File: src/rtl/wb_arbiter_if.sv
// Bundles the issue/query, EXU/LSU result and register-file write signals of wb_arbiter.
// The slave modport is the arbiter's view and the master modport is the surrounding pipeline's view.
interface wb_arbiter_if;
  logic        i_issue_valid;
  logic [4:0]  i_issue_rd;
  logic [4:0]  i_rs1_addr;
  logic [4:0]  i_rs2_addr;
  logic        o_rs1_busy;
  logic        o_rs2_busy;
  logic        i_exu_valid;
  logic        o_exu_ready;
  logic [4:0]  i_exu_rd;
  logic [63:0] i_exu_wdata;
  logic        i_lsu_valid;
  logic        o_lsu_ready;
  logic [4:0]  i_lsu_rd;
  logic [63:0] i_lsu_wdata;
  logic        o_wen;
  logic [4:0]  o_addr;
  logic [63:0] o_wdata;

  modport slave (
    input  i_issue_valid, i_issue_rd, i_rs1_addr, i_rs2_addr,
    input  i_exu_valid, i_exu_rd, i_exu_wdata,
    input  i_lsu_valid, i_lsu_rd, i_lsu_wdata,
    output o_rs1_busy, o_rs2_busy, o_exu_ready, o_lsu_ready,
    output o_wen, o_addr, o_wdata
  );

  modport master (
    output i_issue_valid, i_issue_rd, i_rs1_addr, i_rs2_addr,
    output i_exu_valid, i_exu_rd, i_exu_wdata,
    output i_lsu_valid, i_lsu_rd, i_lsu_wdata,
    input  o_rs1_busy, o_rs2_busy, o_exu_ready, o_lsu_ready,
    input  o_wen, o_addr, o_wdata
  );
endinterface

File: src/rtl/wb_arbiter.sv
// Write-back arbiter (EXU/LSU share one register-file write port) plus a RAW scoreboard.
// Define WB_LSU_PRIO_EN for fixed LSU priority; the default build is round-robin.
module wb_arbiter (
  input logic         clk,
  input logic         rst,
  wb_arbiter_if.slave bus
);

  logic        w_grant_exu;
  logic        w_grant_lsu;
  logic        w_xfer;
  logic [4:0]  w_win_rd;
  logic [63:0] w_win_wdata;
  logic [31:0] w_busy_nxt;

  logic        r_wen;
  logic [4:0]  r_addr;
  logic [63:0] r_wdata;
  logic [31:0] r_busy;

`ifndef WB_LSU_PRIO_EN
  logic        r_last_lsu;
`endif

  // Grant selection; nothing is granted while reset is held
  always_comb begin
    w_grant_exu = 1'b0;
    w_grant_lsu = 1'b0;
    if (rst) begin
      w_grant_exu = 1'b0;
      w_grant_lsu = 1'b0;
    end else if (bus.i_exu_valid && bus.i_lsu_valid) begin
`ifdef WB_LSU_PRIO_EN
      w_grant_lsu = 1'b1;
`else
      if (r_last_lsu) begin
        w_grant_exu = 1'b1;
      end else begin
        w_grant_lsu = 1'b1;
      end
`endif
    end else begin
      w_grant_exu = bus.i_exu_valid;
      w_grant_lsu = bus.i_lsu_valid;
    end
  end

  assign w_xfer          = w_grant_exu | w_grant_lsu;
  assign bus.o_exu_ready = w_grant_exu;
  assign bus.o_lsu_ready = w_grant_lsu;

  // Winner payload mux
  always_comb begin
    w_win_rd    = bus.i_exu_rd;
    w_win_wdata = bus.i_exu_wdata;
    if (w_grant_lsu) begin
      w_win_rd    = bus.i_lsu_rd;
      w_win_wdata = bus.i_lsu_wdata;
    end else begin
      w_win_rd    = bus.i_exu_rd;
      w_win_wdata = bus.i_exu_wdata;
    end
  end

`ifndef WB_LSU_PRIO_EN
  // Round-robin history: reset to LSU so EXU wins the first contention
  always_ff @(posedge clk) begin
    if (rst) begin
      r_last_lsu <= 1'b1;
    end else if (w_xfer) begin
      r_last_lsu <= w_grant_lsu;
    end
  end
`endif

  // Registered write port; rd 0 is accepted but never written
  always_ff @(posedge clk) begin
    if (rst) begin
      r_wen   <= 1'b0;
      r_addr  <= 5'd0;
      r_wdata <= 64'd0;
    end else if (w_xfer) begin
      r_wen   <= (w_win_rd != 5'd0);
      r_addr  <= w_win_rd;
      r_wdata <= w_win_wdata;
    end else begin
      r_wen   <= 1'b0;
    end
  end

  // Scoreboard next state: clear the retiring write first so a same-cycle issue wins
  always_comb begin
    w_busy_nxt = r_busy;
    if (r_wen) begin
      w_busy_nxt[r_addr] = 1'b0;
    end else begin
      w_busy_nxt = r_busy;
    end
    if (bus.i_issue_valid && (bus.i_issue_rd != 5'd0)) begin
      w_busy_nxt[bus.i_issue_rd] = 1'b1;
    end else begin
      w_busy_nxt[0] = 1'b0;
    end
    w_busy_nxt[0] = 1'b0;
  end

  // Scoreboard register
  always_ff @(posedge clk) begin
    if (rst) begin
      r_busy <= 32'd0;
    end else begin
      r_busy <= w_busy_nxt;
    end
  end

  // The register file forwards this cycle's write, so that register already reads as ready
  assign bus.o_rs1_busy = r_busy[bus.i_rs1_addr] & ~(r_wen & (r_addr == bus.i_rs1_addr));
  assign bus.o_rs2_busy = r_busy[bus.i_rs2_addr] & ~(r_wen & (r_addr == bus.i_rs2_addr));

  assign bus.o_wen   = r_wen;
  assign bus.o_addr  = r_addr;
  assign bus.o_wdata = r_wdata;

endmodule

File: src/flat_wrapper.sv
// flat-port wrapper written by rule: the top's interface ports become plain ports
module wb_arbiter_flat 
  (clk, rst, bus_i_issue_valid, bus_i_issue_rd, bus_i_rs1_addr, bus_i_rs2_addr, bus_i_exu_valid, bus_i_exu_rd, bus_i_exu_wdata, bus_i_lsu_valid, bus_i_lsu_rd, bus_i_lsu_wdata, bus_o_rs1_busy, bus_o_rs2_busy, bus_o_exu_ready, bus_o_lsu_ready, bus_o_wen, bus_o_addr, bus_o_wdata);
  wb_arbiter_if bus_i ();
  input logic clk;
  input logic rst;
  input wire logic [$bits(bus_i.i_issue_valid)-1:0] bus_i_issue_valid;
  input wire logic [$bits(bus_i.i_issue_rd)-1:0] bus_i_issue_rd;
  input wire logic [$bits(bus_i.i_rs1_addr)-1:0] bus_i_rs1_addr;
  input wire logic [$bits(bus_i.i_rs2_addr)-1:0] bus_i_rs2_addr;
  input wire logic [$bits(bus_i.i_exu_valid)-1:0] bus_i_exu_valid;
  input wire logic [$bits(bus_i.i_exu_rd)-1:0] bus_i_exu_rd;
  input wire logic [$bits(bus_i.i_exu_wdata)-1:0] bus_i_exu_wdata;
  input wire logic [$bits(bus_i.i_lsu_valid)-1:0] bus_i_lsu_valid;
  input wire logic [$bits(bus_i.i_lsu_rd)-1:0] bus_i_lsu_rd;
  input wire logic [$bits(bus_i.i_lsu_wdata)-1:0] bus_i_lsu_wdata;
  output wire logic [$bits(bus_i.o_rs1_busy)-1:0] bus_o_rs1_busy;
  output wire logic [$bits(bus_i.o_rs2_busy)-1:0] bus_o_rs2_busy;
  output wire logic [$bits(bus_i.o_exu_ready)-1:0] bus_o_exu_ready;
  output wire logic [$bits(bus_i.o_lsu_ready)-1:0] bus_o_lsu_ready;
  output wire logic [$bits(bus_i.o_wen)-1:0] bus_o_wen;
  output wire logic [$bits(bus_i.o_addr)-1:0] bus_o_addr;
  output wire logic [$bits(bus_i.o_wdata)-1:0] bus_o_wdata;
  assign bus_i.i_issue_valid = bus_i_issue_valid;
  assign bus_i.i_issue_rd = bus_i_issue_rd;
  assign bus_i.i_rs1_addr = bus_i_rs1_addr;
  assign bus_i.i_rs2_addr = bus_i_rs2_addr;
  assign bus_i.i_exu_valid = bus_i_exu_valid;
  assign bus_i.i_exu_rd = bus_i_exu_rd;
  assign bus_i.i_exu_wdata = bus_i_exu_wdata;
  assign bus_i.i_lsu_valid = bus_i_lsu_valid;
  assign bus_i.i_lsu_rd = bus_i_lsu_rd;
  assign bus_i.i_lsu_wdata = bus_i_lsu_wdata;
  assign bus_o_rs1_busy = bus_i.o_rs1_busy;
  assign bus_o_rs2_busy = bus_i.o_rs2_busy;
  assign bus_o_exu_ready = bus_i.o_exu_ready;
  assign bus_o_lsu_ready = bus_i.o_lsu_ready;
  assign bus_o_wen = bus_i.o_wen;
  assign bus_o_addr = bus_i.o_addr;
  assign bus_o_wdata = bus_i.o_wdata;
  wb_arbiter u_core (.clk(clk), .rst(rst), .bus(bus_i));
endmodule
File: config.mk
export PLATFORM = sky130hd
export DESIGN_NAME = wb_arbiter_flat
export DESIGN_NICKNAME = d
export VERILOG_FILES = /design/src/rtl/wb_arbiter_if.sv /design/src/rtl/wb_arbiter.sv /design/src/flat_wrapper.sv
export SDC_FILE = /design/constraint.sdc
export NUM_CORES = 1
export LEC_CHECK = 0
export ABC_AREA = 1
export BUFFER_PORTS_ARGS = -buffer_cell sky130_fd_sc_hd__buf_2
export CORE_MARGIN = 4
export CORE_UTILIZATION = 40
export CTS_CLUSTER_SIZE = 8
export DETAILED_ROUTE_END_ITERATION = 6
export GPL_TIMING_DRIVEN = 0
export PLACE_DENSITY = 0.72
export SLEW_MARGIN = 20
export SYNTH_ARGS = -nofsm -noshare
export SYNTH_HDL_FRONTEND = slang
export SYNTH_SLANG_ARGS = --single-unit
File: constraint.sdc
create_clock -name clk -period 1.5 [get_ports clk]
set_input_delay 0 -clock clk [delete_from_list [all_inputs] [get_ports clk]]
set_output_delay 0 -clock clk [all_outputs]
set_load 0.1 [all_outputs]
==> results of run 1 <==
[power groups by stage]
stage / registers (mW) / clock network [mW] / logic [mW]
floorplan: 3.93 / 0 / 0.687
global placement: 3.00 / 0 / 2.19
detailed placement: 2.99 / 0 / 2.20
CTS: 2.96 / 2.35 / 2.48
global route: 2.99 / 2.46 / 2.74
finish: 2.98 / 2.37 / 2.62
[final cells by class]
class                           instances  area, µm²
Clock buffer                           10        229
Buffer                                 40        262
Inverter                               49        218
Clock inverter                          6       61.3
Multi-Input combinational cell        555       2600
Timing Repair Buffer                  364       2540
Sequential cell                       102       2070
Tap cell                              168        210
Fill cell                             941       3960
[critical path, delay by kind of cell, from the launching register on]
kind | cells | cell delay (ps)
compound gates | 2 | 190
flops | 1 | 420
buf+inv | 2 | 300
simple gates | 3 | 270
[flip-flops by register name, summed over array words and instances, names as in the netlist]
name	count
u_core.r_busy	31
u_core.bus.o_wdata	64
u_core.bus.o_addr	5
u_core.bus.o_wen	1
u_core.r_last_lsu	1
[metal layers]
| metal | up-vias | share of wire (%) |
|---|---|---|
| met5 | - | 0 |
| met4 | 0 | 6.9 |
| met3 | 137 | 10 |
| met2 | 559 | 47 |
| met1 | 3143 | 36 |
| li1 | 3235 | - |
[worst max path at each step]
stage / startpoint / end / depth (start not counted)
2_1_floorplan: u_core.bus.o_addr[3]$_SDFFE_PP0P_ / bus_o_rs2_busy / 7
3_3_place_gp: u_core.bus.o_addr[3]$_SDFFE_PP0P_ / bus_o_rs2_busy / 8
3_5_place_dp: u_core.bus.o_addr[3]$_SDFFE_PP0P_ / bus_o_rs2_busy / 8
4_1_cts: u_core.r_busy[23]$_SDFF_PP0_ / bus_o_rs2_busy / 9
5_1_grt: u_core.r_busy[23]$_SDFF_PP0_ / bus_o_rs2_busy / 9
6_report: u_core.bus.o_addr[2]$_SDFFE_PP0P_ / bus_o_rs2_busy / 7
[metrics by stage]
step	setup WS, ps	hold slack, ps	utilization [%]
2_1_floorplan	-177	129	-
3_3_place_gp	-242	272	52.8
3_5_place_dp	-207	278	52.8
4_1_cts	-19.0	6.33	66.4
5_1_grt	-128	35.6	67.4
6_report	-26.7	24.0	67.4
[synthesized netlist by cell type, drive strengths merged]
| library cell | number |
|---|---|
| dfxtp | 102 |
| clkinv | 1 |
| inv | 48 |
| o22ai | 4 |
| a21oi | 42 |
| nand2 | 310 |
| clkbuf | 10 |
| xor2 | 2 |
| o211ai | 5 |
| nand3 | 58 |
| or2 | 1 |
| a21boi | 1 |
| buf | 34 |
| nor3 | 13 |
| o21ai | 40 |
| nor2 | 14 |
| a31oi | 65 |
[cell families (layout without fill, tap and decap cells)]
group                     after synthesis  after routing
and+or+nand+nor                       396            396
AOI/OAI and AO/OA                     157            157
DFF                                   102            102
buffers and inverters                  93            469
xor gates and xnor gates                2              2
[repair_timing]
action | in CTS | in global routing
resized for setup | 24 | 32
pin swaps | 4 | 13
hold buffers | 130 | 1
buffers inserted | 3 | 1
endpoints found under the hold margin | 65 | 1
endpoints found under the setup margin | 4 | 40
==> impl_metrics.json, run 1 <==
{
  "top_usage_layer": "met2",
  "drc": 0,
  "synthAdderAreaFrac_pct": 0,
  "wire_per_inst_um": 18.7,
  "synthSimpleGateAreaFrac_pct": 32.4,
  "p_sw_share_pct": 38.1,
  "die_y_um": 120,
  "synthTopCellsByArea": "dfxtp_1, nand2_1, a31oi_1",
  "path_clk_slew_ps": 70,
  "diodes": 0,
  "grt_pass1_wl_um": 37400,
  "initialDrtViolationCount": 638,
  "grt_use_met2_pct": 52.4,
  "grt.overflow.total": 0,
  "dp.cells": 1147,
  "wl_um": 24200,
  "numCtsBuffers": 9,
  "syn_area_um2": 5020,
  "coreArea_um2": 12200,
  "synth_top_family_by_area": "simple AND/OR/NAND/NOR gates",
  "crit_slowest_cell": "dfxtp_4",
  "r2r_slack_ps": 90,
  "syn_inst": 750,
  "clkLatencyLatePin_ps": 350,
  "pwr-share-clk_pct": 29.7,
  "die_area_um2": 14400,
  "dp_hpwl_um": 14300,
  "dpl_cell_area_um2": 6430,
  "synth_warnings": 0,
  "fp-row-count": 40,
  "status": "complete, but fails checks",
  "grt_max_degree": 17,
  "crit_arrival_ps": 1530,
  "cts_sinks": 102,
  "crit_type": "register to primary output",
  "syn_avg_cell_area_um2": 6.70,
  "max_freq_mhz": 655,
  "die_w_um": 120,
  "regToRegEndpoint": "u_core.r_busy[16]$_SDFF_PP0_",
  "drive_gt1_share_pct": 28.6,
  "vias_per_cell": 5.47,
  "met1_usage_pct": 37.2,
  "area_delta_synth_final_pct": 63.3,
  "min_path_cells": 4,
  "io_buffer_count": 229,
  "rsz0062_at_grt": "yes",
  "min_from": "rst",
  "p_sw_mw": 3.04,
  "r2r_cells": 4,
  "syn_nets": 908,
  "postRouteAntennaNets": 0,
  "worstPathCellList": "clkinvlp_4 -> o22ai_1 -> a21oi_1 -> nand3_1 -> nand2_1 -> nor2_4 -> buf_12",
  "setup_tns_ps": -36.7,
  "relSlewSlack_pct": 41.8,
  "ys_seq_elements": 102,
  "synth.top_cell.area_share_pct": 40.7,
  "grt_util_met3_pct": 9.80,
  "seqPwrFrac_pct": 37.4,
  "place.gp.congestion": 0.989,
  "synthDistinctLibCells": 26,
  "gr-usage-all-layers_pct": 32.6,
  "setup_viol": 2,
  "r2r_start": "u_core.bus.o_addr[0]$_SDFFE_PP0P_",
  "period_needed_ps": 1530,
  "design_area_um2": 8200,
  "synth.largest_area_cell": "dfxtp_1",
  "critPathLaunchType": "register",
  "firstDrtPassIters": 5,
  "synth_mux_area_share_pct": 0,
  "hold_violations": 0,
  "boundaryPins": 232,
  "finalPower_mw": 7.96,
  "fin_cells": 1294,
  "clock_path_buffers": 2,
  "layout_setup_ws_ps": -26.7,
  "final_cell_mix": "nand2_1, buf_2, dlygate4sd3_1",
  "synth_compound_area_share_pct": 17.7,
  "layout_commonest_cell": "nand2_1",
  "cts-root-buf": "clkbuf_16",
  "finClkSkew_ps": 6.24,
  "hold_end": "u_core.bus.o_addr[4]$_SDFFE_PP0P_",
  "cts_tree": "built",
  "internal_power_mw": 4.92,
  "failed_checks": "setup timing",
  "final_net_count": 1279,
  "min_period_over_period_pct": 102,
  "grt_antenna_before_repair": 0,
  "ir_drop_mv": 0.644,
  "critPathMaxFanout": 8,
  "vias": 7074,
  "cap_viol_max_count": 0,
  "worstHoldPathType": "input port to register",
  "end_kind": "primary output",
  "h-tree-depth": 3,
  "drv_slew": 0,
  "synth_seq_area_share_pct": 40.7,
  "worstPathRequired_ps": 1500,
  "start_util_pct": 41.3,
  "power_density_nw_per_um2": 971,
  "power_leakage_nw": 3.64,
  "grt_pass1_vias": 7064,
  "combPwrFrac_pct": 32.9,
  "slowest_delay_ps": 420,
  "worst_pin_slew_ps": 866,
  "synth_xor_area_share_pct": 0.349
}
No activity file was read; power rests on OpenSTA's default activity.
==> inputs of run 2 (changes only) <==
--- a/config.mk
+++ b/config.mk
@@ -5,14 +5,13 @@
 export SDC_FILE = /design/constraint.sdc
 export NUM_CORES = 1
 export LEC_CHECK = 0
-export ABC_AREA = 1
 export BUFFER_PORTS_ARGS = -buffer_cell sky130_fd_sc_hd__buf_2
 export CORE_MARGIN = 4
 export CORE_UTILIZATION = 40
 export CTS_CLUSTER_SIZE = 8
 export DETAILED_ROUTE_END_ITERATION = 6
 export GPL_TIMING_DRIVEN = 0
-export PLACE_DENSITY = 0.72
+export PLACE_DENSITY = 0.73
 export SLEW_MARGIN = 20
 export SYNTH_ARGS = -nofsm -noshare
 export SYNTH_HDL_FRONTEND = slang
==> run 2 against run 1 <==
  * The run still ends with setup timing left
  * Combinational power down 3%
  * Utilization up 3.6 points
  * Clock skew up 2.0 ps
  * Total power up 1.1%
  * Largest cell class unchanged
  * Synthesized cell count down 26%
  * Final cell count down 16%
  * Flip-flop and latch count unchanged
  * Clock-buffer cell count up 1
  * Worst hold slack worse by 8.9 ps
==> impl_metrics.json, run 2 <==
{
  "place.gp.congestion": 0.853,
  "synth.most_common_cell": "nand2_1",
  "regToRegEndpoint": "u_core.bus.o_wdata[13]$_SDFFE_PP0P_",
  "synth_seq_area_share_pct": 42.7,
  "slowest_delay_ps": 470,
  "min_path_cells": 3,
  "syn_avg_cell_area_um2": 8.65,
  "final_cell_mix": "buf_2, dlygate4sd3_1, nand2_1",
  "synthDistinctLibCells": 40,
  "end_kind": "primary output",
  "startpoint": "u_core.r_busy[21]$_SDFF_PP0_",
  "min_from": "bus_i_exu_rd[0]",
  "synth_flop_cell": "dfxtp_1",
  "cts-root-buf": "clkbuf_16",
  "finalPower_mw": 8.05,
  "syn_inst": 552,
  "period_needed_ps": 1930,
  "power_density_nw_per_um2": 980,
  "cts_tree": "built",
  "synth_edf_count": 0,
  "grt.overflow.total": 0,
  "die_w_um": 117,
  "clkLatencyLatePin_ps": 340,
  "drc": 0,
  "area_delta_synth_final_pct": 71.8,
  "crit_arrival_ps": 1930,
  "clock_path_buffers": 2,
  "grt_pass1_vias": 6577,
  "postRouteAntennaNets": 0,
  "wl_um": 23200,
  "path_delay_family": "multiplexers",
  "r2r_slack_ps": 20,
  "diodes": 0,
  "status": "complete, but fails checks",
  "fin_cells": 1081,
  "dp_hpwl_um": 13300,
  "critPathLaunchType": "register",
  "hold_end": "u_core.bus.o_addr[0]$_SDFFE_PP0P_",
  "multi_input_comb_area_um2": 2720,
  "layout_setup_ws_ps": -427,
  "register_area_um2": 2070,
  "hold_violations": 0,
  "worstPathCellList": "mux4_2 -> or3_4 -> o2111ai_4 -> o32ai_4 -> buf_12",
  "synth.largest_area_cell": "dfxtp_1",
  "ys_seq_elements": 102,
  "min_period_over_period_pct": 128,
  "dpl_cell_area_um2": 6200,
  "syn_nets": 710,
  "path_clk_slew_ps": 80,
  "design_area_um2": 8210,
  "vias": 6355,
  "crit_type": "register to primary output",
  "h-tree-depth": 3,
  "start_util_pct": 41.3,
  "wire_per_inst_um": 21.5,
  "coreArea_um2": 11600,
  "crit_buf_inv": 1,
  "firstDrtPassIters": 5,
  "synthTopCellsByArea": "dfxtp_1, a22oi_1, a21oi_1",
  "ir_drop_mv": 0.641,
  "vias_per_cell": 5.88,
  "power_leakage_nw": 3.49,
  "setup_viol": 2,
  "fp-row-count": 39,
  "drive_gt1_share_pct": 35.6,
  "synthArstFlopShare_pct": 0,
  "worst_pin_slew_ps": 1030,
  "syn_area_um2": 4780,
  "boundaryPins": 232,
  "final_net_count": 1091,
  "numCtsBuffers": 9,
  "synth.top_cell.area_share_pct": 42.7,
  "io_buffer_count": 229,
  "r2r_start": "u_core.r_last_lsu$_SDFFE_PP1P_",
  "grt_pass1_wl_um": 33700,
  "critPathMaxFanout": 3,
  "synth_common_cells": "nand2_1, dfxtp_1, a21oi_1",
  "cts_sinks": 102,
  "gr-usage-all-layers_pct": 31.5,
  "n_fill_cell": 778,
  "worstHoldPathType": "input port to register",
  "r2r_cells": 7,
  "dp.cells": 924,
  "relSlewSlack_pct": 30.9,
  "crit_slowest_cell": "mux4_2",
  "layout_commonest_cell": "buf_2",
  "largest_register_ffs": 64,
  "rsz0062_at_grt": "yes",
  "die_area_um2": 13800,
  "die_y_um": 117,
  "worstPathRequired_ps": 1500,
  "setup_tns_ps": -843,
  "grt_antenna_before_repair": 0,
  "synth_warnings": 0,
  "max_freq_mhz": 519,
  "drv_slew": 0,
  "initialDrtViolationCount": 586,
  "finClkSkew_ps": 8.23,
  "cap_viol_max_count": 0,
  "grt_max_degree": 19,
  "failed_checks": "setup timing"
}
run 2: changes by cell type in the layout (fill, tap and decap cells not counted), sizes merged, moves of 12 or more:
cell,before,now
mux4,0,12
clkbuf,20,45
inv,45,7
buf,263,248
nand3,58,2
a31oi,65,0
a22oi,0,64
a21oi,42,95
nand2,310,105
run 2: worst max path at each step:
stage                                 to  slack (ps)  depth (start not counted)
after CTS                 bus_o_rs1_busy        -420                          5
after global placement    bus_o_rs2_busy        -220                          6
final                     bus_o_rs2_busy        -430                          5
after global routing      bus_o_rs1_busy        -480                          5
after floorplan           bus_o_rs2_busy        -350                          5
after detailed placement  bus_o_rs2_busy        -250                          6
run 2: cell families after synthesis:
| family | share of synthesized area, % |
|---|---|
| compound gates | 27.0 |
| buf+inv | 4.61 |
| flops | 42.7 |
| mux | 8.75 |
| xor+xnor | 1.83 |
| simple gates | 15.1 |
run 2: layer usage:
layer  GRT usage [%]  routed length (µm)
met4            17.8                1260
met1            36.5                8160
met5               0                   0
met3            9.31                2400
met2            52.0               11400
run 2: power by group:
group	internal, mW	switching (mW)
clock network	1.43	1.13
logic	0.820	1.73
registers	2.84	0.0925
run 2: what timing repair did:
action / in CTS / in global routing
hold endpoints to repair: 70 / 0
resized for setup: 33 / 47
pin swaps: 1 / 3
endpoints found under the setup margin: 63 / 65
hold buffers: 133 / 0
setup buffers: 4 / 4
run 2: final cells by class:
cell class,count,share of cell area (%)
timing repair buffer,370,31.8
buffer,45,3.55
multi-input combinational,401,33.2
inverter,4,0.183
sequential,102,25.2
clock inverter,5,0.854
tap,143,2.18
clock buffer,11,3.09
run 2: worst min-delay path, stage by stage:
cell	delay, ps
buf_2	110
mux2i_1	120
a211oi_1	90
run 2: per-stage QoR:
step	hold slack [ps]	utilization [%]	setup slack, ps
final	15.0	71.0	-427
after global routing	15.2	71.0	-476
after CTS	2.10	69.4	-418
after detailed placement	255	53.7	-250
after global placement	244	53.7	-224
after floorplan	135	-	-347
